### config.mk
export PLATFORM = sky130hd
export DESIGN_NAME = axi_lite_regfile
export DESIGN_NICKNAME = d
export VERILOG_FILES = /design/src/rtl/axi_lite_pkg.sv /design/src/rtl/axi_lite_wr_capture.sv /design/src/rtl/axi_lite_regfile.sv
export SDC_FILE = /design/constraint.sdc
export NUM_CORES = 1
export LEC_CHECK = 0
export ABC_AREA = 1
export BUFFER_PORTS_ARGS = -buffer_cell sky130_fd_sc_hd__buf_4
export CAP_MARGIN = 5
export CELL_PAD_IN_SITES_DETAIL_PLACEMENT = 0
export CELL_PAD_IN_SITES_GLOBAL_PLACEMENT = 1
export CORE_ASPECT_RATIO = 0.7
export CORE_UTILIZATION = 35
export DETAILED_ROUTE_END_ITERATION = 8
export GPL_ROUTABILITY_DRIVEN = 1
export PLACE_DENSITY = 0.84
export SYNTH_ARGS = -nofsm -noshare
export SYNTH_HDL_FRONTEND = slang
export SYNTH_HIERARCHICAL = 1
export SYNTH_SLANG_ARGS = --single-unit
### constraint.sdc
create_clock -name axi_aclk -period 2.27 [get_ports axi_aclk]
set_clock_uncertainty 0.15 [all_clocks]
set_input_delay 0 -clock axi_aclk [delete_from_list [all_inputs] [get_ports axi_aclk]]
set_output_delay 0 -clock axi_aclk [all_outputs]
set_load 0.01 [all_outputs]
### src/rtl/axi_lite_pkg.sv
`default_nettype none
// =============================================================================
// Module  : axi_lite_pkg
// Brief   : Response codes and FSM state encodings shared by AXI4-Lite slaves.
// Rev     : 1.0  initial release
// =============================================================================
package axi_lite_pkg;

    localparam logic [1:0] RESP_OKAY   = 2'b00;
    localparam logic [1:0] RESP_SLVERR = 2'b10;

    localparam int unsigned WR_STATE_W = 1;
    localparam logic [WR_STATE_W-1:0] WR_IDLE = 1'b0;
    localparam logic [WR_STATE_W-1:0] WR_RESP = 1'b1;

    localparam int unsigned RD_STATE_W = 1;
    localparam logic [RD_STATE_W-1:0] RD_IDLE = 1'b0;
    localparam logic [RD_STATE_W-1:0] RD_DATA = 1'b1;

endpackage
`default_nettype wire

### src/rtl/axi_lite_wr_capture.sv
`default_nettype none
// =============================================================================
// Module  : axi_lite_wr_capture
// Brief   : Independent AW/W capture with got-flags; emits a one-cycle commit.
// Rev     : 1.0  initial release
// =============================================================================
module axi_lite_wr_capture #(
    parameter int ADDR_W = 6,
    parameter int DATA_W = 32,
    parameter int STRB_W = DATA_W / 8
) (
    input  logic              clk,
    input  logic              rst_n,
    input  logic [ADDR_W-1:0] i_awaddr,
    input  logic              i_awvalid,
    output logic              o_awready,
    input  logic [DATA_W-1:0] i_wdata,
    input  logic [STRB_W-1:0] i_wstrb,
    input  logic              i_wvalid,
    output logic              o_wready,
    input  logic              i_release,
    output logic              o_commit,
    output logic [ADDR_W-1:0] o_addr,
    output logic [DATA_W-1:0] o_data,
    output logic [STRB_W-1:0] o_strb
);
    logic              aw_got_q, aw_got_d;
    logic              w_got_q, w_got_d;
    logic              awready_q, awready_d;
    logic              wready_q, wready_d;
    logic [ADDR_W-1:0] addr_q, addr_d;
    logic [DATA_W-1:0] data_q, data_d;
    logic [STRB_W-1:0] strb_q, strb_d;
    logic              w_aw_hs;
    logic              w_w_hs;

    assign w_aw_hs = i_awvalid & awready_q;
    assign w_w_hs  = i_wvalid & wready_q;

    // Flags stay set through the response phase, which also holds both readies low.
    always_comb begin
        aw_got_d = aw_got_q | w_aw_hs;
        w_got_d  = w_got_q | w_w_hs;
        addr_d   = w_aw_hs ? i_awaddr : addr_q;
        data_d   = w_w_hs ? i_wdata : data_q;
        strb_d   = w_w_hs ? i_wstrb : strb_q;
        if (i_release) begin
            aw_got_d = 1'b0;
            w_got_d  = 1'b0;
        end
        awready_d = ~aw_got_d;
        wready_d  = ~w_got_d;
        o_commit  = (aw_got_q | w_aw_hs) & (w_got_q | w_w_hs) & ~(aw_got_q & w_got_q);
        o_addr    = addr_d;
        o_data    = data_d;
        o_strb    = strb_d;
    end

    always_ff @(posedge clk or negedge rst_n) begin
        if (!rst_n) begin
            aw_got_q  <= 1'b0;
            w_got_q   <= 1'b0;
            awready_q <= 1'b0;
            wready_q  <= 1'b0;
            addr_q    <= '0;
            data_q    <= '0;
            strb_q    <= '0;
        end else begin
            aw_got_q  <= aw_got_d;
            w_got_q   <= w_got_d;
            awready_q <= awready_d;
            wready_q  <= wready_d;
            addr_q    <= addr_d;
            data_q    <= data_d;
            strb_q    <= strb_d;
        end
    end

    assign o_awready = awready_q;
    assign o_wready  = wready_q;

endmodule
`default_nettype wire

### src/rtl/axi_lite_regfile.sv
`default_nettype none
// =============================================================================
// Module  : axi_lite_regfile
// Brief   : AXI4-Lite register file with byte strobes and SLVERR on bad index.
// Rev     : 1.0  initial release
// =============================================================================
module axi_lite_regfile
    import axi_lite_pkg::*;
#(
    parameter int                 DATA_W   = 32,
    parameter int                 ADDR_W   = 6,
    parameter int                 NUM_REGS = 16,
    parameter logic [DATA_W-1:0]  INIT0    = 32'hAAAAAAAA,
    parameter logic [DATA_W-1:0]  INIT1    = 32'h55555555
) (
    input  logic                       axi_aclk,
    input  logic                       axi_aresetn,
    input  logic [ADDR_W-1:0]          axi_awaddr,
    input  logic                       axi_awvalid,
    output logic                       axi_awready,
    input  logic [DATA_W-1:0]          axi_wdata,
    input  logic [DATA_W/8-1:0]        axi_wstrb,
    input  logic                       axi_wvalid,
    output logic                       axi_wready,
    output logic [1:0]                 axi_bresp,
    output logic                       axi_bvalid,
    input  logic                       axi_bready,
    input  logic [ADDR_W-1:0]          axi_araddr,
    input  logic                       axi_arvalid,
    output logic                       axi_arready,
    output logic [DATA_W-1:0]          axi_rdata,
    output logic [1:0]                 axi_rresp,
    output logic                       axi_rvalid,
    input  logic                       axi_rready,
    output logic [NUM_REGS*DATA_W-1:0] regs_o
);
    localparam int          STRB_W     = DATA_W / 8;
    localparam int          IDX_W      = ADDR_W - 2;
    localparam logic [31:0] NUM_REGS_U = NUM_REGS;

    function automatic logic [DATA_W-1:0] strb_merge(input logic [DATA_W-1:0] old_v,
                                                     input logic [DATA_W-1:0] new_v,
                                                     input logic [STRB_W-1:0] strb);
        logic [DATA_W-1:0] v;
        v = old_v;
        for (int b = 0; b < STRB_W; b++) begin
            if (strb[b]) v[b*8 +: 8] = new_v[b*8 +: 8];
        end
        return v;
    endfunction

    function automatic logic [DATA_W-1:0] init_value(input int idx);
        logic [DATA_W-1:0] v;
        v = '0;
        if (idx == 0) v = INIT0;
        if (idx == 1) v = INIT1;
        return v;
    endfunction

    logic                  w_commit;
    logic [ADDR_W-1:0]     w_wr_addr;
    logic [DATA_W-1:0]     w_wr_data;
    logic [STRB_W-1:0]     w_wr_strb;
    logic [IDX_W-1:0]      w_wr_idx;
    logic                  w_wr_in_range;
    logic                  w_release;
    logic [WR_STATE_W-1:0] wr_state_q, wr_state_d;
    logic [1:0]            bresp_q, bresp_d;
    logic [RD_STATE_W-1:0] rd_state_q, rd_state_d;
    logic                  arready_q, arready_d;
    logic [DATA_W-1:0]     rdata_q, rdata_d;
    logic [1:0]            rresp_q, rresp_d;
    logic                  w_ar_hs;
    logic [IDX_W-1:0]      w_rd_idx;
    logic                  w_rd_in_range;
    logic [DATA_W-1:0]     w_rd_word;
    logic                  w_unused_addr_bits;

    assign w_unused_addr_bits = ^{w_wr_addr[1:0], axi_araddr[1:0]};

    axi_lite_wr_capture #(
        .ADDR_W (ADDR_W),
        .DATA_W (DATA_W),
        .STRB_W (STRB_W)
    ) u_wr_capture (
        .clk       (axi_aclk),
        .rst_n     (axi_aresetn),
        .i_awaddr  (axi_awaddr),
        .i_awvalid (axi_awvalid),
        .o_awready (axi_awready),
        .i_wdata   (axi_wdata),
        .i_wstrb   (axi_wstrb),
        .i_wvalid  (axi_wvalid),
        .o_wready  (axi_wready),
        .i_release (w_release),
        .o_commit  (w_commit),
        .o_addr    (w_wr_addr),
        .o_data    (w_wr_data),
        .o_strb    (w_wr_strb)
    );

    assign w_wr_idx      = w_wr_addr[ADDR_W-1:2];
    assign w_wr_in_range = (32'(w_wr_idx) < NUM_REGS_U);
    assign w_release     = (wr_state_q == WR_RESP) & axi_bready;

    for (genvar gi = 0; gi < NUM_REGS; gi++) begin : g_reg
        logic [DATA_W-1:0] reg_q, reg_d;
        logic              w_hit;
        assign w_hit = w_commit & w_wr_in_range & (w_wr_idx == IDX_W'(gi));
        always_comb begin
            reg_d = reg_q;
            if (w_hit) reg_d = strb_merge(reg_q, w_wr_data, w_wr_strb);
        end
        always_ff @(posedge axi_aclk or negedge axi_aresetn) begin
            if (!axi_aresetn) reg_q <= init_value(gi);
            else              reg_q <= reg_d;
        end
        assign regs_o[gi*DATA_W +: DATA_W] = reg_q;
    end

    // Write response FSM
    always_ff @(posedge axi_aclk or negedge axi_aresetn) begin
        if (!axi_aresetn) begin
            wr_state_q <= WR_IDLE;
            bresp_q    <= RESP_OKAY;
        end else begin
            wr_state_q <= wr_state_d;
            bresp_q    <= bresp_d;
        end
    end

    always_comb begin
        wr_state_d = wr_state_q;
        bresp_d    = bresp_q;
        case (wr_state_q)
            WR_IDLE: begin
                if (w_commit) begin
                    wr_state_d = WR_RESP;
                    bresp_d    = w_wr_in_range ? RESP_OKAY : RESP_SLVERR;
                end
            end
            WR_RESP: if (axi_bready) wr_state_d = WR_IDLE;
            default: wr_state_d = WR_IDLE;
        endcase
    end

    always_comb begin
        axi_bvalid = (wr_state_q == WR_RESP);
    end

    assign axi_bresp = bresp_q;

    // Read FSM; the read samples pre-commit contents so a colliding write is not visible.
    assign w_ar_hs       = axi_arvalid & arready_q;
    assign w_rd_idx      = axi_araddr[ADDR_W-1:2];
    assign w_rd_in_range = (32'(w_rd_idx) < NUM_REGS_U);

    always_comb begin
        w_rd_word = '0;
        for (int i = 0; i < NUM_REGS; i++) begin
            if (w_rd_idx == IDX_W'(i)) w_rd_word = regs_o[i*DATA_W +: DATA_W];
        end
    end

    always_ff @(posedge axi_aclk or negedge axi_aresetn) begin
        if (!axi_aresetn) begin
            rd_state_q <= RD_IDLE;
            arready_q  <= 1'b0;
            rdata_q    <= '0;
            rresp_q    <= RESP_OKAY;
        end else begin
            rd_state_q <= rd_state_d;
            arready_q  <= arready_d;
            rdata_q    <= rdata_d;
            rresp_q    <= rresp_d;
        end
    end

    always_comb begin
        rd_state_d = rd_state_q;
        rdata_d    = rdata_q;
        rresp_d    = rresp_q;
        case (rd_state_q)
            RD_IDLE: begin
                if (w_ar_hs) begin
                    rd_state_d = RD_DATA;
                    rdata_d    = w_rd_in_range ? w_rd_word : '0;
                    rresp_d    = w_rd_in_range ? RESP_OKAY : RESP_SLVERR;
                end
            end
            RD_DATA: if (axi_rready) rd_state_d = RD_IDLE;
            default: rd_state_d = RD_IDLE;
        endcase
        arready_d = (rd_state_d == RD_IDLE);
    end

    always_comb begin
        axi_rvalid = (rd_state_q == RD_DATA);
    end

    assign axi_arready = arready_q;
    assign axi_rdata   = rdata_q;
    assign axi_rresp   = rresp_q;

endmodule
`default_nettype wire

; Word level (Yosys, flattened, before mapping)
; Index checks and enable logic that the tools add are counted.
[classes]
n_eq_ne = 30
reduce_logical = 67
n_mux = 27
n_bitwise = 31
[op_table]
columns = op, n
row1 = $mux 32, 17
row2 = $reduce_and 2->1, 65
row3 = $eq 4x4->1 const B, 16
row4 = $eq 4x3->1 const B, 8
row5 = $and 1x1->1, 23
row6 = $eq 4x2->1 const B, 4
row7 = $eq 4x1->1 const B, 2
row8 = $logic_not 4->1, 2
row9 = $mux 1, 6
row10 = $mux 6, 1
row11 = $not 1->1, 6
row12 = $mux 4, 1
row13 = $pmux 1 s2, 2
row14 = $or 1x1->1, 2
[totals]
out_inout_bits = 553
ff_bits = 593
word_cells = 231

; Logic depth before layout (Yosys ltp)
[depth]
depth_word = 17
depth_mapped = 16
depth_no_buf = 15

; Modules after synthesis
; The synthesis kept the hierarchy.
[modules_own_cells]
columns = module, cells_each, instances, area_each_um2, seq_area_each_um2
row1 = axi_lite_regfile, 2905, 1, 23786.6, 13728.2
row2 = axi_lite_wr_capture, 196, 1, 1806.7, 1151.1

; Least setup slack after synthesis
; OpenSTA, ideal clock, no wires.
[synth_timing]
path_kind = reg2reg
from = register u_wr_capture.wready_q (netlist: u_wr_capture/o_wready)
to = register g_reg[5].reg_q[6]
required_time_ns = 1.987
path_buffers = 2
slack_ns = 0.046
setup_time_ns = 0.133
arrival_ns = 1.941
path_stages_with_launch = 12
path_cell_list = dfrtp_1 > nand2_2 > buf_6 > nand2_1 > nand2_1 > nor2_1 > nand3_1 > nor3_1 > nand2_1 > clkbuf_1 > nand2_1 > o21ai_0
[synth_between]
elab_chain_cells = 6
elab_cells_between_ends = 8
classes_between = 2 x mux / 5 x bitwise / 1 x reduce/logical
[synth_rtl]
columns = item, line
row1 = from (decl), axi_lite_wr_capture.sv:30  ; logic wready_q, wready_d;
row2 = from (signal assigned), axi_lite_wr_capture.sv:72  ; wready_q <= wready_d;
row3 = $and 1x1->1, axi_lite_wr_capture.sv:38  ; assign w_w_hs = i_wvalid & wready_q;
row4 = $or 1x1->1, axi_lite_wr_capture.sv:53  ; o_commit = (aw_got_q | w_aw_hs) & (w_got_q | w_w_hs) & ~(aw_got_q & w_got_q);
row5 = $and 1x1->1 (2 in series), axi_lite_wr_capture.sv:53
row6 = via w_commit, axi_lite_regfile.sv:60  ; logic w_commit;
row7 = $and 1x1->1, axi_lite_regfile.sv:109  ; assign w_hit = w_commit & w_wr_in_range & (w_wr_idx == IDX_W'(gi));
row8 = $reduce_and 2->1 (no line), -
row9 = to (signal assigned), axi_lite_regfile.sv:115  ; if (!axi_aresetn) reg_q <= init_value(gi);
row10 = to (signal assigned), axi_lite_regfile.sv:116  ; else reg_q <= reg_d;
row11 = to (decl), axi_lite_regfile.sv:107  ; logic [DATA_W-1:0] reg_q, reg_d;
; The timed path passes the listed nets, and every way through them passes these cells.
; A chain may end at the register's enable or synchronous reset.

; Worst setup path in the final report
[layout_timing]
from = register u_wr_capture.awready_q (netlist: u_wr_capture/o_awready)
to = register g_reg[9].reg_q[21]
[layout_between]
elab_cells_between_ends = 8
classes_between = 1 x eq/ne / 1 x mux / 5 x bitwise / 1 x reduce/logical
[layout_lines]
columns = item, line
row1 = from (decl), axi_lite_wr_capture.sv:29  ; logic awready_q, awready_d;
row2 = from (signal assigned), axi_lite_wr_capture.sv:71  ; awready_q <= awready_d;
row3 = $and 1x1->1, axi_lite_wr_capture.sv:37  ; assign w_aw_hs = i_awvalid & awready_q;
row4 = $mux 6, axi_lite_wr_capture.sv:44  ; addr_d = w_aw_hs ? i_awaddr : addr_q;
row5 = via w_wr_addr[2], axi_lite_regfile.sv:61  ; logic [ADDR_W-1:0] w_wr_addr;
row6 = $eq 4x4->1, axi_lite_regfile.sv:109
row7 = $and 1x1->1, axi_lite_regfile.sv:109
row8 = $reduce_and 2->1 (no line), -
row9 = to (signal assigned), axi_lite_regfile.sv:115
row10 = to (signal assigned), axi_lite_regfile.sv:116
row11 = to (decl), axi_lite_regfile.sv:107
; The timed path passes the listed nets, and every way through them passes these cells.

==> impl_metrics.tcl <==
set metrics [dict create \
    area_growth_pct 40.1 \
    clk_path_buf_depth 3 \
    cts_tree "yes" \
    dr.pass1.iters 6 \
    diodes 0 \
    vias 24600 \
    gp_congestion 0.935 \
    clk_pin_slew_ns 0.06 \
    status "finished, final reports clean" \
    grt_use_total_pct 28.2 \
    rsz0062_at_grt "true" \
    start_util_pct 35.5 \
    drtIter0Drc 2235 \
    synthesis.area_um2 25500 \
    tightest_slew_ns 0.964 \
    post-route-min-period_ns 2.16 \
    vdd_drop_max_uv 728 \
    routed_wl_mm 105 \
    port_buffers 599 \
    p_leak_nw 17.5 \
    rows 82 \
    overflow 0 \
    io-pin-count 608 \
    nets 3929 \
    dp_cells 4663 \
    start_kind "flip-flop" \
    hp-start "axi_bready" \
    fmax_mhz 463 \
    timing.rr.start "u_wr_capture/o_awready$_DFF_PN0_" \
    fp.dieArea_um2 74000 \
    antenna_found_initial 1 \
    final_cells 4888 \
    path_class "reg2reg" \
    die_w_um 325 \
    setup_viol 0 \
    dp_slack_ns -0.0268 \
    postSynthCellCount 3093 \
    wl_per_cell_um 21.6 \
    fin_crit_sh_pct 95.1 \
    clk_latency_ns 0.63 \
    cts_buffers 60 \
    grt_pass1_vias 23600 \
    power_density_nw_per_um2 1270 \
    final_common_cell "nand2_1" \
    via_per_inst 5.03 \
    worst_slack_ns 0.111 \
    critPathCaptureType "flip-flop" \
    cts_max_level 2 \
    cp.arrival_ns 2.48 \
    hold_class "in2reg" \
    core_um2 71800 \
    drive_above_1_share_pct 25.0 \
    power_mw 45.5 \
    hold_violations 0 \
    grt_pass1_wl_mm 157 \
    drc 0 \
    cap_violations 0 \
    grt_max_degree 94 \
    path_max_fanout 8 \
    final_cell_mix "nand2_1 (1143), buf_4 (719), dfrtp_1 (558)" \
    yosysWarningCount 6 \
    ant_nets 0 \
    crit_start "u_wr_capture/o_awready$_DFF_PN0_" \
    ctsRootBufferMaster "clkbuf_16" \
    placedInstanceArea_um2 32500 \
    worstPathRequired_ns 2.59 \
    avgSynthCellArea_um2 8.25 \
    final_area_um2 35700 \
    postCtsSetupBuffers 0 \
    slew_viol_final 0 \
    fin_util_pct 49.8 \
    clock-sinks 591 \
    slew_headroom_pct 35.6 \
    die_y_um 228 \
    hpwl_mm 78.1 \
]
-- worst paths after layout --
check                                                        to  slack (ns)  cells after the start
worst max-delay path             g_reg[9].reg_q[21]$_DFFE_PN0P_        0.11                     11
worst min-delay path            u_wr_capture/aw_got_q$_DFF_PN0_        0.07                      5
worst max register to register   g_reg[9].reg_q[21]$_DFFE_PN0P_        0.11                     11
worst min register to register        axi_rdata[17]$_DFFE_PN0P_        0.33                      2
max in group asynchronous         g_reg[1].reg_q[8]$_DFFE_PN1P_        0.88                      4
min in group asynchronous         g_reg[0].reg_q[3]$_DFFE_PN1P_        0.53                      3
-- metal layers --
layer	share of wire (%)	track usage, %	vias up
met5	0	0	-
met3	8.6	7.21	132
met1	43	37.8	12000
li1	-	-	11500
met4	2.1	6.46	0
met2	46	45.6	948
-- critical path, stage by stage, from the launching register on --
cell	delay, ns
dfrtp_2	0.44
nand3_1	0.17
nand2_2	0.18
inv_1	0.12
nor2_1	0.13
nand2_2	0.11
nor2_1	0.12
buf_4	0.18
nand2_1	0.10
buf_4	0.17
nand2_1	0.05
o21ai_0	0.08
-- final cells by class --
cell class	count	area (µm²)
Inverter	154	586
Clock inverter	17	224
Sequential cell	591	14800
Multi-Input combinational cell	2176	9480
Fill cell	6889	36100
Clock buffer	93	1750
Tap cell	966	1210
Timing Repair Buffer	891	7670
-- sequential cells by signal, indices dropped and copies added (netlist names) --
register / cells
u_wr_capture/o_wready: 1
u_wr_capture/w_got_q: 1
axi_arready: 1
axi_bvalid: 1
u_wr_capture/aw_got_q: 1
g.reg_q: 512
u_wr_capture/o_awready: 1
u_wr_capture/addr_q: 4
u_wr_capture/data_q: 32
axi_rdata: 32
axi_rvalid: 1
u_wr_capture/strb_q: 4
-- where the power goes --
part	leakage (nW)	internal [mW]	switching (mW)
Clock	0.965	5.84	4.33
Combinational	8.66	7.35	9.88
Sequential	7.88	14.5	3.62
-- repair_timing --
| item | 4_1_cts | 5_1_grt |
|---|---|---|
| gates resized for setup | 1 | 27 |
| hold buffers | 115 | 0 |
| setup endpoints to repair | 9 | 444 |
| pin swaps | 0 | 1 |
| hold endpoints to repair | 1135 | 0 |
-- through the flow --
stage          TNS, ns  hold WS (ns)
6_report             0        0.0732
4_1_cts              0        0.0140
3_3_place_gp         0        -0.167
5_1_grt        -0.0162        0.0787
3_5_place_dp   -0.0542        -0.171
2_1_floorplan        0        -0.446
Power figures use the tool's default switching activity.
